**src/rtl/mem_access_stage.sv**
```systemverilog
// MEM pipeline stage: runs loads/stores over a req/ack data-memory port, stalls upstream
// while an access is outstanding, and presents the writeback bundle to MEM/WB.
module mem_access_stage #(
    parameter int ACK_TIMEOUT = 15
) (
    input  logic        clk,
    input  logic        rst,
    input  logic        valid_in,
    input  logic        RegWrite_in,
    input  logic [1:0]  MemtoReg_in,
    input  logic        MemRead_in,
    input  logic        MemWrite_in,
    input  logic [2:0]  MemSize_in,
    input  logic [31:0] alu_result_in,
    input  logic [31:0] wdata_in,
    input  logic [31:0] wa_in,
    input  logic [31:0] instr_in,
    output logic        dm_req,
    output logic        dm_we,
    output logic [31:0] dm_addr,
    output logic [3:0]  dm_be,
    output logic [31:0] dm_wdata,
    input  logic        dm_ack,
    input  logic [31:0] dm_rdata,
    output logic        RegWrite_out,
    output logic [1:0]  MemtoReg_out,
    output logic [31:0] rd_out,
    output logic [31:0] alu_result_out,
    output logic [31:0] wa_out,
    output logic [31:0] instr_out,
    output logic        stall_out,
    output logic [1:0]  exc_out
);

    typedef enum logic {S_IDLE, S_WAIT} state_t;

    localparam logic [3:0] TO_LAST = 4'(ACK_TIMEOUT - 1);

    state_t      state_reg, state_next;
    logic [3:0]  cnt_reg, cnt_next;
    logic        req_reg;
    logic        we_reg;
    logic [31:0] addr_reg;
    logic [2:0]  size_reg;
    logic [3:0]  be_reg;
    logic [31:0] wdata_reg;
    logic [31:0] wa_reg;
    logic [31:0] instr_reg;
    logic        regwrite_reg;
    logic [1:0]  memtoreg_reg;

    logic        is_mem;
    logic        misaligned;
    logic        latch;
    logic [3:0]  be_calc;
    logic [31:0] wdata_calc;
    logic [7:0]  rbyte [4];
    logic [7:0]  lane_byte;
    logic [15:0] lane_half;
    logic [31:0] load_ext;

    logic        regwrite_c;
    logic [1:0]  memtoreg_c;
    logic [31:0] rd_c, alu_c, wa_c, instr_c;
    logic        stall_c;
    logic [1:0]  exc_c;

    assign is_mem     = MemRead_in | MemWrite_in;
    assign misaligned = ((MemSize_in[1:0] == 2'b01) && alu_result_in[0]) ||
                        (MemSize_in[1] && (alu_result_in[1:0] != 2'b00));
    assign latch      = (state_reg == S_IDLE) && valid_in && is_mem && !misaligned;

    // Store lane steering; loads read the whole word and pick the lane on return.
    always_comb begin
        be_calc    = 4'b1111;
        wdata_calc = 32'd0;
        if (MemWrite_in) begin
            case (MemSize_in[1:0])
                2'b00: begin
                    be_calc    = 4'b0001 << alu_result_in[1:0];
                    wdata_calc = {4{wdata_in[7:0]}};
                end
                2'b01: begin
                    be_calc    = 4'b0011 << {alu_result_in[1], 1'b0};
                    wdata_calc = {2{wdata_in[15:0]}};
                end
                default: begin
                    be_calc    = 4'b1111;
                    wdata_calc = wdata_in;
                end
            endcase
        end
    end

    generate
        for (genvar gi = 0; gi < 4; gi++) begin : g_lane
            assign rbyte[gi] = dm_rdata[8*gi +: 8];
        end
    endgenerate

    always_comb begin
        lane_byte = rbyte[addr_reg[1:0]];
        lane_half = addr_reg[1] ? {rbyte[3], rbyte[2]} : {rbyte[1], rbyte[0]};
        case (size_reg[1:0])
            2'b00:   load_ext = {{24{~size_reg[2] & lane_byte[7]}}, lane_byte};
            2'b01:   load_ext = {{16{~size_reg[2] & lane_half[15]}}, lane_half};
            default: load_ext = dm_rdata;
        endcase
    end

    always_comb begin
        state_next = state_reg;
        cnt_next   = cnt_reg;
        regwrite_c = 1'b0;
        memtoreg_c = 2'b00;
        rd_c       = 32'd0;
        alu_c      = 32'd0;
        wa_c       = 32'd0;
        instr_c    = 32'd0;
        stall_c    = 1'b0;
        exc_c      = 2'b00;
        case (state_reg)
            S_IDLE: begin
                if (valid_in && is_mem) begin
                    if (misaligned) begin
                        exc_c[0] = 1'b1;
                    end else begin
                        stall_c    = 1'b1;
                        state_next = S_WAIT;
                        cnt_next   = 4'd0;
                    end
                end else if (valid_in) begin
                    regwrite_c = RegWrite_in;
                    memtoreg_c = MemtoReg_in;
                    alu_c      = alu_result_in;
                    wa_c       = wa_in;
                    instr_c    = instr_in;
                end
            end
            S_WAIT: begin
                if (dm_ack) begin
                    regwrite_c = regwrite_reg;
                    memtoreg_c = memtoreg_reg;
                    rd_c       = we_reg ? 32'd0 : load_ext;
                    alu_c      = addr_reg;
                    wa_c       = wa_reg;
                    instr_c    = instr_reg;
                    state_next = S_IDLE;
                end else if (cnt_reg == TO_LAST) begin
                    // Abort: release the pipeline and flag the bus error instead.
                    exc_c[1]   = 1'b1;
                    state_next = S_IDLE;
                end else begin
                    stall_c  = 1'b1;
                    cnt_next = cnt_reg + 4'd1;
                end
            end
            default: state_next = S_IDLE;
        endcase
    end

    always_ff @(posedge clk) begin
        if (rst) begin
            state_reg    <= S_IDLE;
            cnt_reg      <= 4'd0;
            req_reg      <= 1'b0;
            we_reg       <= 1'b0;
            addr_reg     <= 32'd0;
            size_reg     <= 3'd0;
            be_reg       <= 4'd0;
            wdata_reg    <= 32'd0;
            wa_reg       <= 32'd0;
            instr_reg    <= 32'd0;
            regwrite_reg <= 1'b0;
            memtoreg_reg <= 2'b00;
        end else begin
            state_reg <= state_next;
            cnt_reg   <= cnt_next;
            req_reg   <= (state_next == S_WAIT);
            if (latch) begin
                we_reg       <= MemWrite_in;
                addr_reg     <= alu_result_in;
                size_reg     <= MemSize_in;
                be_reg       <= be_calc;
                wdata_reg    <= wdata_calc;
                wa_reg       <= wa_in;
                instr_reg    <= instr_in;
                regwrite_reg <= RegWrite_in;
                memtoreg_reg <= MemtoReg_in;
            end
        end
    end

    // Everything reads as zero while reset is held, including the registered request.
    assign dm_req         = req_reg & ~rst;
    assign dm_we          = we_reg & ~rst;
    assign dm_addr        = rst ? 32'd0 : {addr_reg[31:2], 2'b00};
    assign dm_be          = rst ? 4'd0 : be_reg;
    assign dm_wdata       = rst ? 32'd0 : wdata_reg;
    assign RegWrite_out   = regwrite_c & ~rst;
    assign MemtoReg_out   = rst ? 2'b00 : memtoreg_c;
    assign rd_out         = rst ? 32'd0 : rd_c;
    assign alu_result_out = rst ? 32'd0 : alu_c;
    assign wa_out         = rst ? 32'd0 : wa_c;
    assign instr_out      = rst ? 32'd0 : instr_c;
    assign stall_out      = stall_c & ~rst;
    assign exc_out        = rst ? 2'b00 : exc_c;

endmodule

```
**config.mk**
```make
export PLATFORM = sky130hd
export DESIGN_NAME = mem_access_stage
export DESIGN_NICKNAME = d
export VERILOG_FILES = /design/src/rtl/mem_access_stage.sv
export SDC_FILE = /design/constraint.sdc
export NUM_CORES = 1
export LEC_CHECK = 0
export CAP_MARGIN = 0
export CORE_AREA = 3 3 146 148
export DETAILED_ROUTE_END_ITERATION = 7
export DIE_AREA = 0 0 149 151
export GPL_ROUTABILITY_DRIVEN = 0
export PLACE_DENSITY = 0.8
export SYNTH_ARGS = -nofsm -noshare
export SYNTH_HDL_FRONTEND = slang
export SYNTH_SLANG_ARGS = --single-unit
```
**constraint.sdc**
```tcl
create_clock -name clk -period 2.3 [get_ports clk]
set_clock_uncertainty 0.1 [all_clocks]
set_input_delay 0.345 -clock clk [delete_from_list [all_inputs] [get_ports clk]]
set_output_delay 0.345 -clock clk [all_outputs]
set_load 0.02 [all_outputs]
```
==> results of run 1 <==
## kinds of logic (layout without fill, tap and decap cells)
family          Yosys count  in the layout  synth area share [%]
buf+inv                  98            530                  6.11
mux                      42             42                  5.89
fa+ha+maj                 2              2                 0.325
flops                   144            144                  37.5
other cells               1              3                0.0487
compound gates          312            312                  27.1
simple gates            397            397                  23.1
## worst register-to-register path, cell delays in order (launching register included)
cell       delay (ns)
dfxtp_2          0.32
nand2b_4         0.14
buf_4            0.12
buf_4            0.12
or4b_4           0.54
buf_6            0.16
buf_16           0.18
clkbuf_16        0.32
nand2_1          0.08
a21oi_1          0.07
## metal layers
metal / GRT usage, % / part of all wire, % / vias to the layer above
met5: 0 / 0 / -
met3: 6.22 / 8.0 / 67
met4: 9.06 / 3.0 / 0
li1: - / - / 4333
met1: 29.8 / 38 / 4391
met2: 45.8 / 51 / 439
## power by group
part	switching [mW]	internal (mW)
clock network	1.15	1.64
registers	0.0679	2.60
logic	0.716	0.770
## worst min-delay path by stage
| stage | cells past startpoint | slack [ns] | to |
|---|---|---|---|
| floorplan | 2 | 0.33 | be_reg[0] |
| global placement | 2 | 0.33 | be_reg[0] |
| detailed placement | 2 | 0.34 | be_reg[3] |
| CTS | 4 | 0.34 | addr_reg[0] |
| global route | 4 | 0.37 | addr_reg[0] |
| finish | 2 | 0.35 | wa_reg[13] |
## synthesized netlist by cell type, types with 2 or more instances
| cell | n | area [um^2] |
|---|---|---|
| o21ai_0 | 20 | 100 |
| buf_6 | 9 | 101 |
| nor4_1 | 2 | 12.5 |
| a21oi_1 | 126 | 631 |
| a211oi_1 | 2 | 15.0 |
| nor3b_1 | 3 | 22.5 |
| a31oi_1 | 2 | 12.5 |
| nand2b_1 | 3 | 18.8 |
| buf_4 | 3 | 22.5 |
| dfxtp_1 | 144 | 2880 |
| ha_1 | 2 | 25.0 |
| a21oi_2 | 2 | 17.5 |
| a222oi_1 | 7 | 70.1 |
| nor4_2 | 2 | 25.0 |
| nor2_1 | 77 | 289 |
| inv_1 | 4 | 15.0 |
| nand2_1 | 215 | 807 |
| a21o_1 | 17 | 128 |
| nand3_1 | 8 | 40.0 |
| mux2i_1 | 25 | 250 |
| clkbuf_1 | 62 | 233 |
| buf_2 | 19 | 95.1 |
| nor2b_1 | 71 | 444 |
| nor3_1 | 4 | 20.0 |
| mux2_2 | 16 | 180 |
| a22o_1 | 53 | 464 |
| a22oi_1 | 63 | 473 |
| o2bb2ai_1 | 16 | 140 |
| nand3b_1 | 3 | 22.5 |
## per-stage QoR
step	util (%)	setup slack, ns	cells
6_report	67.2	-0.182	1700
3_5_place_dp	59.7	-0.784	1619
3_3_place_gp	59.7	-0.729	1619
4_1_cts	65.6	-0.265	1693
5_1_grt	67.2	-0.251	1700
2_1_floorplan	-	-0.0262	997
## layout make-up
cell class              count  area (um^2)
diodes                      1         2.50
well taps                 270          338
clock buffers              18          439
clock inverters            13          153
flip-flops and latches    144         2890
inverters                   4         15.0
multi-input cells         755         4610
repair buffers            495         5100
fillers                  1594         6620
## what timing repair did
| action | CTS | global route |
|---|---|---|
| hold buffers | 0 | 0 |
| hold endpoints to repair | 0 | 0 |
| cloned | 14 | 9 |
| endpoints found under the setup margin | 176 | 171 |
| pin swaps | 20 | 51 |
| resized for setup | 755 | 80 |
| buffers inserted | 31 | 13 |
==> flow_metrics.env, run 1 <==
export IMPL_status="complete, but fails checks"
export IMPL_violations="negative setup slack"
export IMPL_drc=0
export IMPL_crit_slowest_cell="dfxtp_2"
export IMPL_power_density_nw_per_um2=513
export IMPL_min_period_over_period_pct=108
export IMPL_ys_ff_latch=144
export IMPL_cts_inserted_buffers=17
export IMPL_vias_per_cell=5.43
export IMPL_ant_nets=0
export IMPL_cts_root_buffer="clkbuf_16"
export IMPL_timing_critical_path_from="req_reg"
export IMPL_reg2reg_depth=9
export IMPL_crit_family="buffers and inverters"
export IMPL_synth_ff_type="dfxtp_1"
export IMPL_grt_antenna_before_repair=1
export IMPL_worst_slew_pin_slew_ns=0.982
export IMPL_ioPinCount=376
export IMPL_fin_ws_ns=-0.182
export IMPL_endpoint_kind="output port"
export IMPL_yosysSeqAreaShare_pct=37.5
export IMPL_endpoint="alu_result_out[18]"
export IMPL_reg2reg_from="req_reg"
export IMPL_fmax_mhz=403
export IMPL_leakage_nw=5.43
export IMPL_area_growth_pct=76.1
export IMPL_fp_dieH_um=151
export IMPL_wl_um=32500
export IMPL_finalHoldViolCount=0
export IMPL_mostFrequentLayoutCells="231 x clkdlybuf4s50_1, 215 x nand2_1, 141 x dfxtp_1"
export IMPL_critPathRequiredTime_ns=1.86
export IMPL_final_min_clock_period_ns=2.48
export IMPL_p_total_mw=6.95
export IMPL_cts_tree="done"
export IMPL_core_area_um2=20200
export IMPL_rows=52
export IMPL_max_slew_margin_rel_pct=34.3
export IMPL_peakVddDrop_mv=0.467
export IMPL_layout_drive_gt1_share_pct=24.8
export IMPL_critPathLaunchType="flop"
export IMPL_wl_per_cell_um=19.1
export IMPL_grt_use_total_pct=25.6
export IMPL_synth_warnings=0
export IMPL_num_vias=9230
export IMPL_path_clk_slew_ns=0.06
export IMPL_reg2reg_slack_ns=0.03
export IMPL_r2r_end="memtoreg_reg[1]"
export IMPL_clock_latency_ns=0.41
export IMPL_nets=1591
export IMPL_crit_arrival_ns=2.04
export IMPL_htree_levels=4
export IMPL_numPortBuffers=373
export IMPL_async_reset_ff_share_pct=0
export IMPL_cp_depth=9
export IMPL_synth_edf_count=0
export IMPL_ys_types=45
export IMPL_path_buf_inv=6
export IMPL_drv_slew=0
export IMPL_crit_type="reg2out"
export IMPL_dr_pass1_iters=5
export IMPL_netlist_instances=996
export IMPL_setup_viol=116
export IMPL_cts_num_sinks=144
export IMPL_path_cells="nand2b_4 -> buf_6 -> buf_6 -> nor4_4 -> buf_6 -> buf_12 -> clkbuf_16 -> a22o_1 -> buf_6"
export IMPL_maxCapViolations=0
export IMPL_die_area_um2=22500
export IMPL_hp_class="reg2reg"
export IMPL_crit_fanout=4
export IMPL_syn_cell_area_um2=7690
export IMPL_grt_ovfl_total=0
export IMPL_cts_buffer_depth=2
export IMPL_rsz0062_at_grt="yes"
export IMPL_grt_max_degree=104
export IMPL_fin_area_um2=13500
export IMPL_crit_top_cell="buf_6"
export IMPL_hpwlAfterDp_um=20200
export IMPL_start_util_pct=38.1
export IMPL_grt_pass1_wl_um=46400
export IMPL_tns_ns=-8.84
export IMPL_finalHoldWorstSlack_ns=0.353
export IMPL_worstHoldStart="wa_reg[13]"
export IMPL_drtIter0Drc=505
export IMPL_avgSynthCellArea_um2=7.72
export IMPL_grt_pass1_vias=8717
export IMPL_mostFrequentLayoutCell="clkdlybuf4s50_1"
export IMPL_cpPeakStageDelay_ns=0.32
export IMPL_die_x_um=149
export IMPL_placed_area_um2=12000
Note: power is estimated with default switching activity, not from simulation.
==> inputs of run 2 (changes only) <==
--- a/config.mk
+++ b/config.mk
@@ -11,6 +11,7 @@
 export DIE_AREA = 0 0 149 151
 export GPL_ROUTABILITY_DRIVEN = 0
 export PLACE_DENSITY = 0.8
+export RECOVER_POWER = 25
 export SYNTH_ARGS = -nofsm -noshare
 export SYNTH_HDL_FRONTEND = slang
 export SYNTH_SLANG_ARGS = --single-unit
==> run 2 against run 1 <==
The run still ends with negative setup slack left. Final cell count unchanged. Via count about the same. Combinational power hardly changed. First-iteration DRC count is 3.6% higher. Largest power group unchanged. Largest cell class unchanged. Setup slack better by 0.0085 ns. Critical path depth unchanged. Clock-buffer cell count unchanged. Critical path type unchanged. Worst hold slack barely moved.
==> flow_metrics.env, run 2 (synthesis results as in run 1) <==
export IMPL_peakVddDrop_mv=0.466
export IMPL_crit_family="buffers and inverters"
export IMPL_cts_inserted_buffers=17
export IMPL_drc=0
export IMPL_cts_hold_buffers=0
export IMPL_worst_slew_pin_slew_ns=0.997
export IMPL_crit_top_cell="buf_6"
export IMPL_cts_tree="done"
export IMPL_setup_viol=116
export IMPL_rsz0062_at_grt="yes"
export IMPL_grt_pass1_vias=8717
export IMPL_hpwlAfterDp_um=20200
export IMPL_leakage_nw=5.43
export IMPL_layout_drive_gt1_share_pct=24.8
export IMPL_num_vias=9237
export IMPL_die_area_um2=22500
export IMPL_cts_root_buffer="clkbuf_16"
export IMPL_reg2reg_depth=9
export IMPL_wl_per_cell_um=19.2
export IMPL_ioPinCount=376
export IMPL_mostFrequentLayoutCell="clkdlybuf4s50_1"
export IMPL_endpoint_kind="output port"
export IMPL_grt_max_degree=104
export IMPL_start_util_pct=38.1
export IMPL_crit_slowest_cell="dfxtp_2"
export IMPL_area_growth_pct=76.0
export IMPL_tns_ns=-8.73
export IMPL_ant_nets=0
export IMPL_rows=52
export IMPL_cpPeakStageDelay_ns=0.32
export IMPL_htree_levels=4
export IMPL_fmax_mhz=404
export IMPL_reg2reg_slack_ns=0.03
export IMPL_grt_antenna_before_repair=1
export IMPL_clock_latency_ns=0.41
export IMPL_finalHoldViolCount=0
export IMPL_path_buf_inv=6
export IMPL_vias_per_cell=5.43
export IMPL_drv_slew=0
export IMPL_path_cells="nand2b_4 -> buf_6 -> buf_6 -> nor4_4 -> buf_6 -> buf_12 -> clkbuf_16 -> a22o_1 -> buf_6"
export IMPL_grt_ovfl_total=0
export IMPL_grt_pass1_wl_um=46400
export IMPL_numPortBuffers=373
export IMPL_die_x_um=149
export IMPL_cts_buffer_depth=2
export IMPL_crit_type="reg2out"
export IMPL_whs_path_depth=2
export IMPL_dr_pass1_iters=5
export IMPL_p_total_mw=6.96
export IMPL_cts_num_sinks=144
export IMPL_status="complete, but fails checks"
export IMPL_wl_um=32600
export IMPL_preCtsSetupSlack_ns=-0.784
export IMPL_hp_class="reg2reg"
export IMPL_cp_depth=9
export IMPL_grt_use_total_pct=25.6
export IMPL_path_clk_slew_ns=0.06
export IMPL_mostFrequentLayoutCells="231 x clkdlybuf4s50_1, 215 x nand2_1, 141 x dfxtp_1"
export IMPL_critPathLaunchType="flop"
export IMPL_fp_dieH_um=151
export IMPL_core_area_um2=20200
export IMPL_final_min_clock_period_ns=2.47
export IMPL_maxCapViolations=0
export IMPL_max_slew_margin_rel_pct=33.3
export IMPL_crit_arrival_ns=2.03
export IMPL_power_density_nw_per_um2=514
export IMPL_crit_fanout=4
export IMPL_min_period_over_period_pct=108
export IMPL_drtIter0Drc=523
export IMPL_critPathRequiredTime_ns=1.86
export IMPL_fin_ws_ns=-0.173
export IMPL_violations="negative setup slack"
export IMPL_nets=1591
-- run 2: routing by layer --
layer  part of all wire, %  wire length (um)  global-route usage (%)
met1                    38             12400                    29.8
met2                    50             16400                    45.8
met3                   8.4              2740                    6.22
met4                   3.1              1010                    9.06
met5                     0                 0                       0
-- run 2: cell type report --
cell class | instances | area, um^2
antenna | 1 | 2.50
tap | 270 | 338
timing repair buffer | 495 | 5100
clock inverter | 13 | 153
multi-input combinational | 755 | 4610
fill | 1596 | 6630
clock buffer | 18 | 439
inverter | 4 | 15.0
sequential | 144 | 2890
-- run 2: worst paths after layout --
path	from	endpoint
worst max-delay path	req_reg	alu_result_out[18]
worst min-delay path	wa_reg[13]	wa_reg[13]
worst max register to register	req_reg	memtoreg_reg[1]
worst min register to register	wa_reg[13]	wa_reg[13]
-- run 2: stage by stage --
| step | instances | hold WS [ns] | util, % | area, um^2 |
|---|---|---|---|---|
| 2_1_floorplan | 997 | 0.327 | - | 7710 |
| 6_report | 1700 | 0.353 | 67.1 | 13500 |
| 3_3_place_gp | 1619 | 0.333 | 59.7 | 12000 |
| 5_1_grt | 1700 | 0.374 | 67.1 | 13500 |
| 3_5_place_dp | 1619 | 0.341 | 59.7 | 12000 |
| 4_1_cts | 1693 | 0.337 | 65.6 | 13200 |
-- run 2: worst register-to-register path: stages, from the launching register on --
cell       delay [ns]
dfxtp_2          0.32
nand2b_4         0.14
buf_4            0.12
buf_4            0.12
or4b_4           0.54
buf_6            0.16
buf_16           0.18
clkbuf_16        0.32
nand2_1          0.08
a21oi_1          0.07
-- run 2: what timing repair did --
action                                  4_1_cts  5_1_grt
cloned                                       14        9
endpoints found under the setup margin      176      171
resized for setup                           755       80
buffers inserted                             31       13
pin swaps                                    20       51
-- run 2: report_power, final --
group	switching, mW	leakage [nW]	internal (mW)
Sequential	0.0679	1.17	2.60
Combinational	0.717	3.98	0.769
Clock	1.15	0.280	1.64
Total	1.94	5.43	5.02
==> inputs of run 3 (changes only) <==
--- a/config.mk
+++ b/config.mk
@@ -7,6 +7,7 @@
 export LEC_CHECK = 0
 export CAP_MARGIN = 0
 export CORE_AREA = 3 3 146 148
+export CTS_CLUSTER_DIAMETER = 80
 export DETAILED_ROUTE_END_ITERATION = 7
 export DIE_AREA = 0 0 149 151
 export GPL_ROUTABILITY_DRIVEN = 0
==> results of run 3 <==
The final DEF is identical to that of run 2; final timing and power are the same.
